## config.mk

```make
export PLATFORM = sky130hd
export DESIGN_NAME = util_axis_1553_string_decoder_serial
export DESIGN_NICKNAME = d
export VERILOG_FILES = /design/src/rtl/util_axis_1553_string_decoder_serial.sv
export SDC_FILE = /design/constraint.sdc
export NUM_CORES = 1
export LEC_CHECK = 0
export ABC_AREA = 1
export ABC_CLOCK_PERIOD_IN_PS = 1800
export BUFFER_PORTS_ARGS = -buffer_cell sky130_fd_sc_hd__buf_2
export CORE_AREA = 4 4 82 84
export CTS_BUF_LIST = sky130_fd_sc_hd__clkbuf_2
export DETAILED_ROUTE_END_ITERATION = 8
export DIE_AREA = 0 0 86 88
export PLACE_DENSITY = 0.78
export SYNTH_ARGS = -nofsm -noshare
export SYNTH_HDL_FRONTEND = slang
export SYNTH_SLANG_ARGS = --single-unit
export TNS_END_PERCENT = 10
```

## constraint.sdc

```tcl
create_clock -name aclk -period 1.8 [get_ports aclk]
set_clock_uncertainty 0.05 [all_clocks]
set_input_delay 0.09 -clock aclk [delete_from_list [all_inputs] [get_ports aclk]]
set_output_delay 0.09 -clock aclk [all_outputs]
set_load 0.05 [all_outputs]
```

## src/rtl/util_axis_1553_string_decoder_serial.sv

```systemverilog
// Byte-serial ASCII 1553 line decoder: "TTTT;Dd;Pp;Ii;Hx<hex>\r\n" -> one AXIS word plus tuser descriptor.
// Optional err/err_count outputs are enabled with `define UTIL_AXIS_1553_STRING_DECODER_ERR_EN.
module util_axis_1553_string_decoder_serial #(
    parameter int HEX_DIGITS     = 4,
    parameter int TIMEOUT_CYCLES = 0,
    parameter int STRICT_CRLF    = 1
) (
    input  logic                      aclk,
    input  logic                      rst,
    input  logic [7:0]                s_axis_tdata,
    input  logic                      s_axis_tvalid,
    output logic                      s_axis_tready,
    output logic [4*HEX_DIGITS-1:0]   m_axis_tdata,
    output logic [7:0]                m_axis_tuser,
    output logic                      m_axis_tvalid,
    input  logic                      m_axis_tready
`ifdef UTIL_AXIS_1553_STRING_DECODER_ERR_EN
    ,
    output logic                      err,
    output logic [15:0]               err_count
`endif
);

    localparam int W = 4 * HEX_DIGITS;
    localparam logic [7:0] CH_CR = 8'h0d;
    localparam logic [7:0] CH_LF = 8'h0a;

    typedef enum logic [4:0] {
        ST_TYPE, ST_SEMI_D, ST_D_KEY, ST_D_VAL, ST_SEMI_P, ST_P_KEY, ST_P_VAL,
        ST_SEMI_I, ST_I_KEY, ST_I_VAL, ST_SEMI_H, ST_H_KEY, ST_X_KEY, ST_HEX,
        ST_CR, ST_LF, ST_FLUSH
    } state_t;

    state_t         state_q, state_d;
    logic [2:0]     idx_q, idx_d;
    logic [2:0]     tm_q, tm_d;
    logic [2:0]     typ_q, typ_d;
    logic [2:0]     dly_q, dly_d;
    logic           par_q, par_d;
    logic           ifl_q, ifl_d;
    logic [W-1:0]   hex_q, hex_d;
    logic           beat;
    logic           bad;
    logic           line_done;
    logic           line_idle;
    logic           at_term;
    logic           timeout_hit;
    logic [2:0]     tmatch;
    logic [4:0]     nib;

    // Candidate-match step for the type field; bit order {CMDS, STAT, DATA} equals the type code.
    function automatic logic [2:0] type_step(input logic [2:0] i, input logic [7:0] c);
        logic [2:0] m;
        m = '0;
        case (i)
            3'd0:    m = {c == "C", c == "S", c == "D"};
            3'd1:    m = {c == "M", c == "T", c == "A"};
            3'd2:    m = {c == "D", c == "A", c == "T"};
            3'd3:    m = {c == "S", c == "T", c == "A"};
            default: m = '0;
        endcase
        return m;
    endfunction

    function automatic logic [4:0] hex_nib(input logic [7:0] c);
        logic [4:0] r;
        r = '0;
        if (c >= "0" && c <= "9") begin
            r = {1'b1, c[3:0]};
        end else if ((c >= "A" && c <= "F") || (c >= "a" && c <= "f")) begin
            r = {1'b1, c[3:0] + 4'd9};
        end
        return r;
    endfunction

    // Output-side combinational controls
    always_comb begin
        at_term       = (state_q == ST_LF) || (STRICT_CRLF == 0 && state_q == ST_CR);
        s_axis_tready = rst | ~(at_term & m_axis_tvalid & ~m_axis_tready);
        beat          = s_axis_tvalid & s_axis_tready;
        line_idle     = (state_q == ST_TYPE) && (idx_q == '0);
    end

    // State register
    always_ff @(posedge aclk) begin
        if (rst) begin
            state_q <= ST_TYPE;
            idx_q   <= '0;
            tm_q    <= '1;
            typ_q   <= '0;
            dly_q   <= '0;
            par_q   <= 1'b0;
            ifl_q   <= 1'b0;
            hex_q   <= '0;
        end else begin
            state_q <= state_d;
            idx_q   <= idx_d;
            tm_q    <= tm_d;
            typ_q   <= typ_d;
            dly_q   <= dly_d;
            par_q   <= par_d;
            ifl_q   <= ifl_d;
            hex_q   <= hex_d;
        end
    end

    // Next-state logic
    always_comb begin
        state_d   = state_q;
        idx_d     = idx_q;
        tm_d      = tm_q;
        typ_d     = typ_q;
        dly_d     = dly_q;
        par_d     = par_q;
        ifl_d     = ifl_q;
        hex_d     = hex_q;
        bad       = 1'b0;
        line_done = 1'b0;
        tmatch    = type_step(idx_q, s_axis_tdata) & tm_q;
        nib       = hex_nib(s_axis_tdata);

        if (timeout_hit) begin
            state_d = ST_TYPE;
            idx_d   = '0;
            tm_d    = '1;
        end else if (beat) begin
            case (state_q)
                ST_TYPE: begin
                    if (tmatch == '0) begin
                        bad = 1'b1;
                    end else if (idx_q == 3'd3) begin
                        typ_d   = tmatch;
                        idx_d   = '0;
                        tm_d    = '1;
                        state_d = ST_SEMI_D;
                    end else begin
                        idx_d = idx_q + 3'd1;
                        tm_d  = tmatch;
                    end
                end
                ST_SEMI_D: if (s_axis_tdata == ";") state_d = ST_D_KEY; else bad = 1'b1;
                ST_D_KEY:  if (s_axis_tdata == "D") state_d = ST_D_VAL; else bad = 1'b1;
                ST_D_VAL: begin
                    if (s_axis_tdata >= "0" && s_axis_tdata <= "7") begin
                        dly_d   = s_axis_tdata[2:0];
                        state_d = ST_SEMI_P;
                    end else begin
                        bad = 1'b1;
                    end
                end
                ST_SEMI_P: if (s_axis_tdata == ";") state_d = ST_P_KEY; else bad = 1'b1;
                ST_P_KEY:  if (s_axis_tdata == "P") state_d = ST_P_VAL; else bad = 1'b1;
                ST_P_VAL: begin
                    if (s_axis_tdata == "0" || s_axis_tdata == "1") begin
                        par_d   = s_axis_tdata[0];
                        state_d = ST_SEMI_I;
                    end else begin
                        bad = 1'b1;
                    end
                end
                ST_SEMI_I: if (s_axis_tdata == ";") state_d = ST_I_KEY; else bad = 1'b1;
                ST_I_KEY:  if (s_axis_tdata == "I") state_d = ST_I_VAL; else bad = 1'b1;
                ST_I_VAL: begin
                    if (s_axis_tdata == "0" || s_axis_tdata == "1") begin
                        ifl_d   = s_axis_tdata[0];
                        state_d = ST_SEMI_H;
                    end else begin
                        bad = 1'b1;
                    end
                end
                ST_SEMI_H: if (s_axis_tdata == ";") state_d = ST_H_KEY; else bad = 1'b1;
                ST_H_KEY:  if (s_axis_tdata == "H") state_d = ST_X_KEY; else bad = 1'b1;
                ST_X_KEY:  if (s_axis_tdata == "x") state_d = ST_HEX;   else bad = 1'b1;
                ST_HEX: begin
                    if (nib[4]) begin
                        hex_d = (hex_q << 4) | W'(nib[3:0]);
                        if (idx_q == 3'(HEX_DIGITS - 1)) begin
                            idx_d   = '0;
                            state_d = ST_CR;
                        end else begin
                            idx_d = idx_q + 3'd1;
                        end
                    end else begin
                        bad = 1'b1;
                    end
                end
                ST_CR: begin
                    if (s_axis_tdata == CH_CR) begin
                        state_d = ST_LF;
                    end else if (STRICT_CRLF == 0 && s_axis_tdata == CH_LF) begin
                        line_done = 1'b1;
                        state_d   = ST_TYPE;
                    end else begin
                        bad = 1'b1;
                    end
                end
                ST_LF: begin
                    if (s_axis_tdata == CH_LF) begin
                        line_done = 1'b1;
                        state_d   = ST_TYPE;
                    end else begin
                        bad = 1'b1;
                    end
                end
                ST_FLUSH: if (s_axis_tdata == CH_LF) state_d = ST_TYPE;
                default:  state_d = ST_TYPE;
            endcase

            // A bad character that is itself the LF already ends the line, so skip FLUSH.
            if (bad) begin
                state_d = (s_axis_tdata == CH_LF) ? ST_TYPE : ST_FLUSH;
                idx_d   = '0;
                tm_d    = '1;
            end
        end
    end

    // Timeout counts cycles without an accepted beat, excluding our own backpressure stalls.
    generate
        if (TIMEOUT_CYCLES > 0) begin : g_timeout
            localparam int TW = (TIMEOUT_CYCLES > 1) ? $clog2(TIMEOUT_CYCLES) : 1;
            logic [TW-1:0] to_cnt;
            logic          to_last;

            assign to_last     = (to_cnt == TW'(TIMEOUT_CYCLES - 1));
            assign timeout_hit = !beat && !line_idle && s_axis_tready && to_last;

            always_ff @(posedge aclk) begin
                if (rst || beat || line_idle || !s_axis_tready || to_last) begin
                    to_cnt <= '0;
                end else begin
                    to_cnt <= to_cnt + TW'(1);
                end
            end
        end else begin : g_no_timeout
            assign timeout_hit = 1'b0;
        end
    endgenerate

    // Output register: loads on the terminating LF, holds until drained.
    always_ff @(posedge aclk) begin
        if (rst) begin
            m_axis_tdata  <= '0;
            m_axis_tuser  <= '0;
            m_axis_tvalid <= 1'b0;
        end else if (line_done) begin
            m_axis_tdata  <= hex_q;
            m_axis_tuser  <= {typ_q, ifl_q, dly_q, par_q};
            m_axis_tvalid <= 1'b1;
        end else if (m_axis_tready) begin
            m_axis_tvalid <= 1'b0;
        end
    end

`ifdef UTIL_AXIS_1553_STRING_DECODER_ERR_EN
    logic err_event;
    assign err_event = bad | timeout_hit;

    always_ff @(posedge aclk) begin
        if (rst) begin
            err       <= 1'b0;
            err_count <= '0;
        end else begin
            err <= err_event;
            if (err_event && err_count != '1) begin
                err_count <= err_count + 16'd1;
            end
        end
    end
`endif

endmodule

```

=== Word-level counts from Yosys, hierarchy flattened ===
Cells that the tools add are included.

* Add/subtract/negate cells: 2
* $lt $le $gt $ge: 7
* Equality and inequality tests: 53
* Multiplexer cells: 52
* Bitwise operators: 9
* Reductions and logical operators: 23

{| class="wikitable"
|+ Operator list
! cell !! count
|-
| 5-bit 2-to-1 mux || 22
|-
| 8-bit by 7-bit == test with 1-bit output, second input constant || 10
|-
| 5-bit one-hot mux with 16 select lines || 1
|-
| 3-bit inequality test, second input constant || 15
|-
| 5-bit by 4-bit == test with 1-bit output, second input constant || 8
|-
| 8-bit by 6-bit == test with 1-bit output, second input constant || 3
|-
| 3-bit 2-to-1 mux || 8
|-
| 5-bit by 3-bit == test with 1-bit output, second input constant || 4
|-
| 19-bit AND reduction || 1
|-
| 1-bit 2-to-1 mux || 18
|-
| 8-bit by 4-bit == test with 1-bit output, second input constant || 2
|-
| 8-bit by 7-bit >= comparator with 1-bit output, second input constant || 2
|-
| 8-bit by 6-bit less-or-equal comparator with 1-bit output, second input constant || 2
|-
| 8-bit by 7-bit less-or-equal comparator with 1-bit output, second input constant || 2
|-
| 16-bit by 4-bit bitwise OR with 16-bit output || 1
|-
| 3-bit AND reduction || 5
|-
| 1-bit one-hot mux with 12 select lines || 1
|-
| 3-bit one-hot mux with 4 select lines || 1
|-
| 5-bit by 2-bit == test with 1-bit output, second input constant || 2
|-
| 8-bit by 6-bit >= comparator with 1-bit output, second input constant || 1
|-
| 4-bit AND reduction || 2
|-
| 3-bit by 2-bit == test with 1-bit output, second input constant || 2
|-
| 3-bit logical NOT || 2
|-
| 3-bit by 1-bit inequality test with 1-bit output, second input constant || 2
|-
| other kinds (19) || 29
|}

* Bits in registers: 60
* Input bits: 12
* Output and inout port bits: 26
* Logic and storage cells: 157

=== Depth between registers and ports, before layout ===
* Depth in word-level cells: 10
* Gate-level depth with buffers: 18
* Depth with buffers taken out: 18

=== Least setup slack after synthesis ===
Ideal clock, no wire load.

* Kind: flip-flop to flip-flop
* Start: register m_axis_tvalid
* End: register hex_q[1]
* Library setup time: 119 ps
* Arrival time: 2216 ps
* Data required time: 1631 ps
* Setup slack: -584 ps
* Cell stages (with the launch flop): 13
* Path buffers: 1
* Clock period less this slack: 2384 ps
* Cell sequence: dfxtp_1 nand2_1 nor2_1 nand3_1 nand2_1 inv_1 nand2_1 inv_1 nand2_1 inv_1 clkbuf_1 o21ai_0 nor2_1

* Cells in the longest elaborated chain, start to end: 6

{| class="wikitable"
|+ RTL lines
! item !! line !! text
|-
| start, declared || 15 || <nowiki>output logic m_axis_tvalid,</nowiki>
|-
| start signal, assigned || 245 || <nowiki>m_axis_tvalid <= 1'b0;</nowiki>
|-
| start signal, assigned || 249 || <nowiki>m_axis_tvalid <= 1'b1;</nowiki>
|-
| start signal, assigned || 251 || <nowiki>m_axis_tvalid <= 1'b0;</nowiki>
|-
| 1-bit bitwise AND (2 in series) || 79 || <nowiki>s_axis_tready = rst | ~(at_term & m_axis_tvalid & ~m_axis_tready);</nowiki>
|-
| 1-bit inverter || 79 ||
|-
| 1-bit bitwise OR || 79 ||
|-
| named net s_axis_tready || 12 || <nowiki>output logic s_axis_tready,</nowiki>
|-
| 1-bit bitwise AND || 80 || <nowiki>beat = s_axis_tvalid & s_axis_tready;</nowiki>
|-
| 3-bit AND reduction (no source line) || -- ||
|-
| end signal, assigned || 94 || <nowiki>hex_q <= '0;</nowiki>
|-
| end signal, assigned || 103 || <nowiki>hex_q <= hex_d;</nowiki>
|-
| end, declared || 41 || <nowiki>logic [W-1:0] hex_q, hex_d;</nowiki>
|}

The timed path passes the listed nets, and every way through them passes these cells.
A chain may end at the register's enable or synchronous reset.

=== Worst setup path after layout ===
* Start: register idx_q[0]
* End: register idx_q[1]

* Cells in the longest elaborated chain, start to end: 9
* Elaborated cells between the ends (all ways): 20
* Those cells by class: add/sub (1); eq/ne (5); mux (9); bitwise (1); reduce/logical (4)

{| class="wikitable"
|+ RTL lines
! item !! line !! text
|-
| start, declared || 35 || <nowiki>logic [2:0] idx_q, idx_d;</nowiki>
|-
| start signal, assigned || 97 || <nowiki>idx_q <= idx_d;</nowiki>
|-
| 3-bit by 2-bit == test with 1-bit output (tied with other cells) || 55, 131, 177 ||
|-
| 3-bit one-hot mux with 4 select lines || 55 || <nowiki>case (i)</nowiki>
|-
| 3-bit bitwise AND || 119 || <nowiki>tmatch = type_step(idx_q, s_axis_tdata) & tm_q;</nowiki>
|-
| 3-bit logical NOT || 129 || <nowiki>if (tmatch == '0) begin</nowiki>
|-
| 1-bit 2-to-1 mux || 129 ||
|-
| 1-bit one-hot mux with 12 select lines || 127 || <nowiki>case (state_q)</nowiki>
|-
| 1-bit 2-to-1 mux || 126 || <nowiki>end else if (beat) begin</nowiki>
|-
| 3-bit by 2-bit inequality test with 1-bit output (no source line) (tied with other cells) || -- ||
|-
| 4-bit AND reduction (no source line) || -- ||
|}

Parallel ways exist; a longest one is shown, timed or not. The select of a mux whose other input is x is not followed.

==> impl_metrics.tcl <==
set metrics [dict create \
    status "complete, but fails checks" \
    synthCells 484 \
    drive_above_1_share_pct 31.7 \
    worst_hold_slack_ns 0.0367 \
    chipHeight_um 88 \
    rr_endpoint "idx_q[1]" \
    grt_max_degree 32 \
    clkSlewWorstSetupHoldPaths_ns 0.22 \
    drcViolationCount 0 \
    final_max_slew_viol_count 0 \
    min_path_type "primary input to flop" \
    setup_viol 25 \
    grt_usage_pct 25.7 \
    crit_required_ns 2.17 \
    crit_path_start "idx_q[0]" \
    fmaxAchievable_mhz 485 \
    fp.dieW_um 86 \
    diodes 0 \
    wl_met2_um 4790 \
    regArea_um2 1220 \
    core-area_um2 5920 \
    first_pass_iters 5 \
    r2r_slack_ns -0.26 \
    drt_wl_total_um 9530 \
    startpoint_type "flop" \
    fin_util_pct 73.5 \
    fin_area_um2 4350 \
    wl_per_cell_um 14.4 \
    hold_viol 0 \
    finalCriticalPeriod_ns 2.06 \
    synth_area_um2 3250 \
    cp_max_fo 5 \
    synth.area.top_cells "dfxtp_1 37%, nor2_1 9.8%, nand2_1 9.0%, o21ai_0 7.1%, inv_1 6.5%" \
    wl_met1_um 4040 \
    io_buffers 37 \
    viasPerCell 5.34 \
    die-area_um2 7570 \
    worstMarginPinSlew_ns 0.359 \
    hold_end "hex_q[1]" \
    fin_ws_ns -0.260 \
    start_util_pct 54.9 \
    hpwlAfterDp_um 6780 \
    violations "negative setup slack" \
    clk_path_buf_depth 2 \
    ys_seq_area_share_pct 37.0 \
    antenna_found_initial 0 \
    yosys.area.top_type_share_pct 37.0 \
    end_kind "flop" \
    globalplace.congestion 0.976 \
    power.leakage_nw 2.19 \
    clock_sinks 60 \
    route.vias.total 3546 \
    rows 28 \
    wl_met3_um 437 \
    drt-initial-drc-count 270 \
    min-delay-start "s_axis_tdata[1]" \
    synthDistinctLibCells 31 \
    relSlewSlack_pct 75.8 \
    crit_arrival_ns 2.43 \
    grt_pass1_vias 3364 \
    cts_made_buffers 9 \
    tritoncts "built" \
    io_pins 38 \
    peakVddDrop_mv 0.930 \
    fillers 497 \
    multi_input_area_um2 1880 \
    ant_nets 0 \
    areaGrowthSynthToFinish_pct 33.9 \
    htreeDepth 3 \
    highest_layer "met4" \
    r2r_start "idx_q[0]" \
    yosys_warnings 0 \
    reg2reg_depth 17 \
    tns_ns -2.99 \
    grt_pass1_wl_um 15300 \
    rsz0062_at_grt "true" \
    period_share_pct 114 \
    postPlaceCellArea_um2 3970 \
    root_buffer "clkbuf_2" \
    crit_type "flop to flop" \
    synth_seq_cells 60 \
    max_cap_viol_count 0 \
    avgSynthCellArea_um2 6.72 \
    power_density_nw_per_um2 1050 \
    gr-total-overflow 0 \
    yosysTopAreaCell "dfxtp_1" \
    num-nets-final 605 \
    clkLatencyLatePin_ns 0.52 \
    synth_nets 505 \
    whs_path_depth 5 \
]
-- cells in the mapped netlist --
cell	instances
buf_6	3
dfxtp_1	60
xor2_1	3
inv_2	5
nand3_2	4
inv_1	56
a211oi_1	9
a22oi_1	1
nand3b_1	1
o21ai_0	46
buf_4	1
nand2_4	1
nor2_4	3
a21oi_1	31
nand4_1	10
ha_1	9
nand2_2	12
nor3_1	6
nand3_1	32
nor4_1	3
o21a_1	1
clkinv_1	1
clkbuf_1	10
nor2_2	5
nor3_2	1
nand2_1	78
clkbuf_4	1
buf_2	3
a31oi_1	1
nor2_1	85
o21ai_1	2
-- metal layers --
metal,GRT usage (%),vias up
li1,-,1781
met1,30.5,1643
met2,45.0,97
met3,5.93,25
met4,10.4,0
met5,0,-
-- area by class of cell --
| type | count | share of cell area, % |
|---|---|---|
| multi-input combinational | 344 | 43.1 |
| clock buffer | 10 | 1.15 |
| tap | 75 | 2.16 |
| inverter | 62 | 5.58 |
| timing repair buffer | 107 | 17.3 |
| clock inverter | 6 | 2.59 |
| sequential | 60 | 28.1 |
-- cell usage in the layout, fill, tap and decap left out, types with 15 or more instances in the layout --
master / n
nand3_1: 27
nand2_2: 15
o21ai_0: 39
nor2_1: 79
dfxtp_1: 52
a21oi_1: 29
inv_1: 50
nand2_1: 73
buf_2: 36
buf_4: 61
-- logic make-up (layout without fill, tap and decap cells) --
family          Yosys count  in the layout  share of synthesized area [%]
fa+ha+maj                 9              9                           3.46
simple gates            241            241                           33.6
flops                    60             60                           37.0
buf+inv                  80            185                           10.3
xor+xnor                  3              3                          0.808
compound gates           91             91                           14.9
-- power breakdown --
part | total [mW] | internal, mW | switching, mW
combinational | 1.86 | 0.793 | 1.07
sequential | 1.56 | 1.43 | 0.131
clock | 1.17 | 0.608 | 0.558
total | 4.59 | 2.83 | 1.76
-- what timing repair did --
item | in CTS | in global routing
buffers inserted | 1 | 0
hold endpoints to repair | 13 | 0
pin swaps | 14 | 12
hold buffers | 4 | 0
gates resized for setup | 39 | 20
endpoints found under the setup margin | 56 | 45
-- per-stage QoR --
stage,setup WS [ns],total power [mW],instances
finish,-0.260,4.59,664
global route,-0.394,4.84,664
CTS,-0.212,4.50,664
detailed placement,-0.247,3.16,643
global placement,-0.217,3.12,643
floorplan,-0.00492,2.65,484
-- sequential cells by signal, indices dropped and copies added, names as in the netlist --
| register | flops |
|---|---|
| m_axis_tuser | 8 |
| tm_q | 3 |
| hex_q | 16 |
| idx_q | 3 |
| m_axis_tdata | 16 |
| state_q | 5 |
| m_axis_tvalid | 1 |
| par_q | 1 |
| dly_q | 3 |
| typ_q | 3 |
| ifl_q | 1 |
-- worst max-delay path, stage by stage (launching register included) --
cell and delay (ns):
dfxtp_4 0.43, inv_6 0.09, ha_4 0.13, nand2_2 0.06
nand2_1 0.07, nand2_1 0.05, nor2_1 0.10, nand2_1 0.06
nand2_1 0.08, nand2_2 0.06, nand4_1 0.08, nand2_2 0.07
nor2_4 0.16, nand2_2 0.09, nand2_4 0.11, nand2_4 0.07
o21ai_1 0.14, nor2_1 0.07
-- worst max-delay path by stage --
stage | to | slack (ns) | depth (start not counted)
finish | idx_q[1] | -0.26 | 17
global route | state_q[0] | -0.39 | 15
CTS | idx_q[1] | -0.21 | 16
detailed placement | state_q[0] | -0.25 | 18
global placement | m_axis_tuser[1] | -0.22 | 10
floorplan | hex_q[5] | -0.005 | 14
No activity file was read; power rests on OpenSTA's default activity.
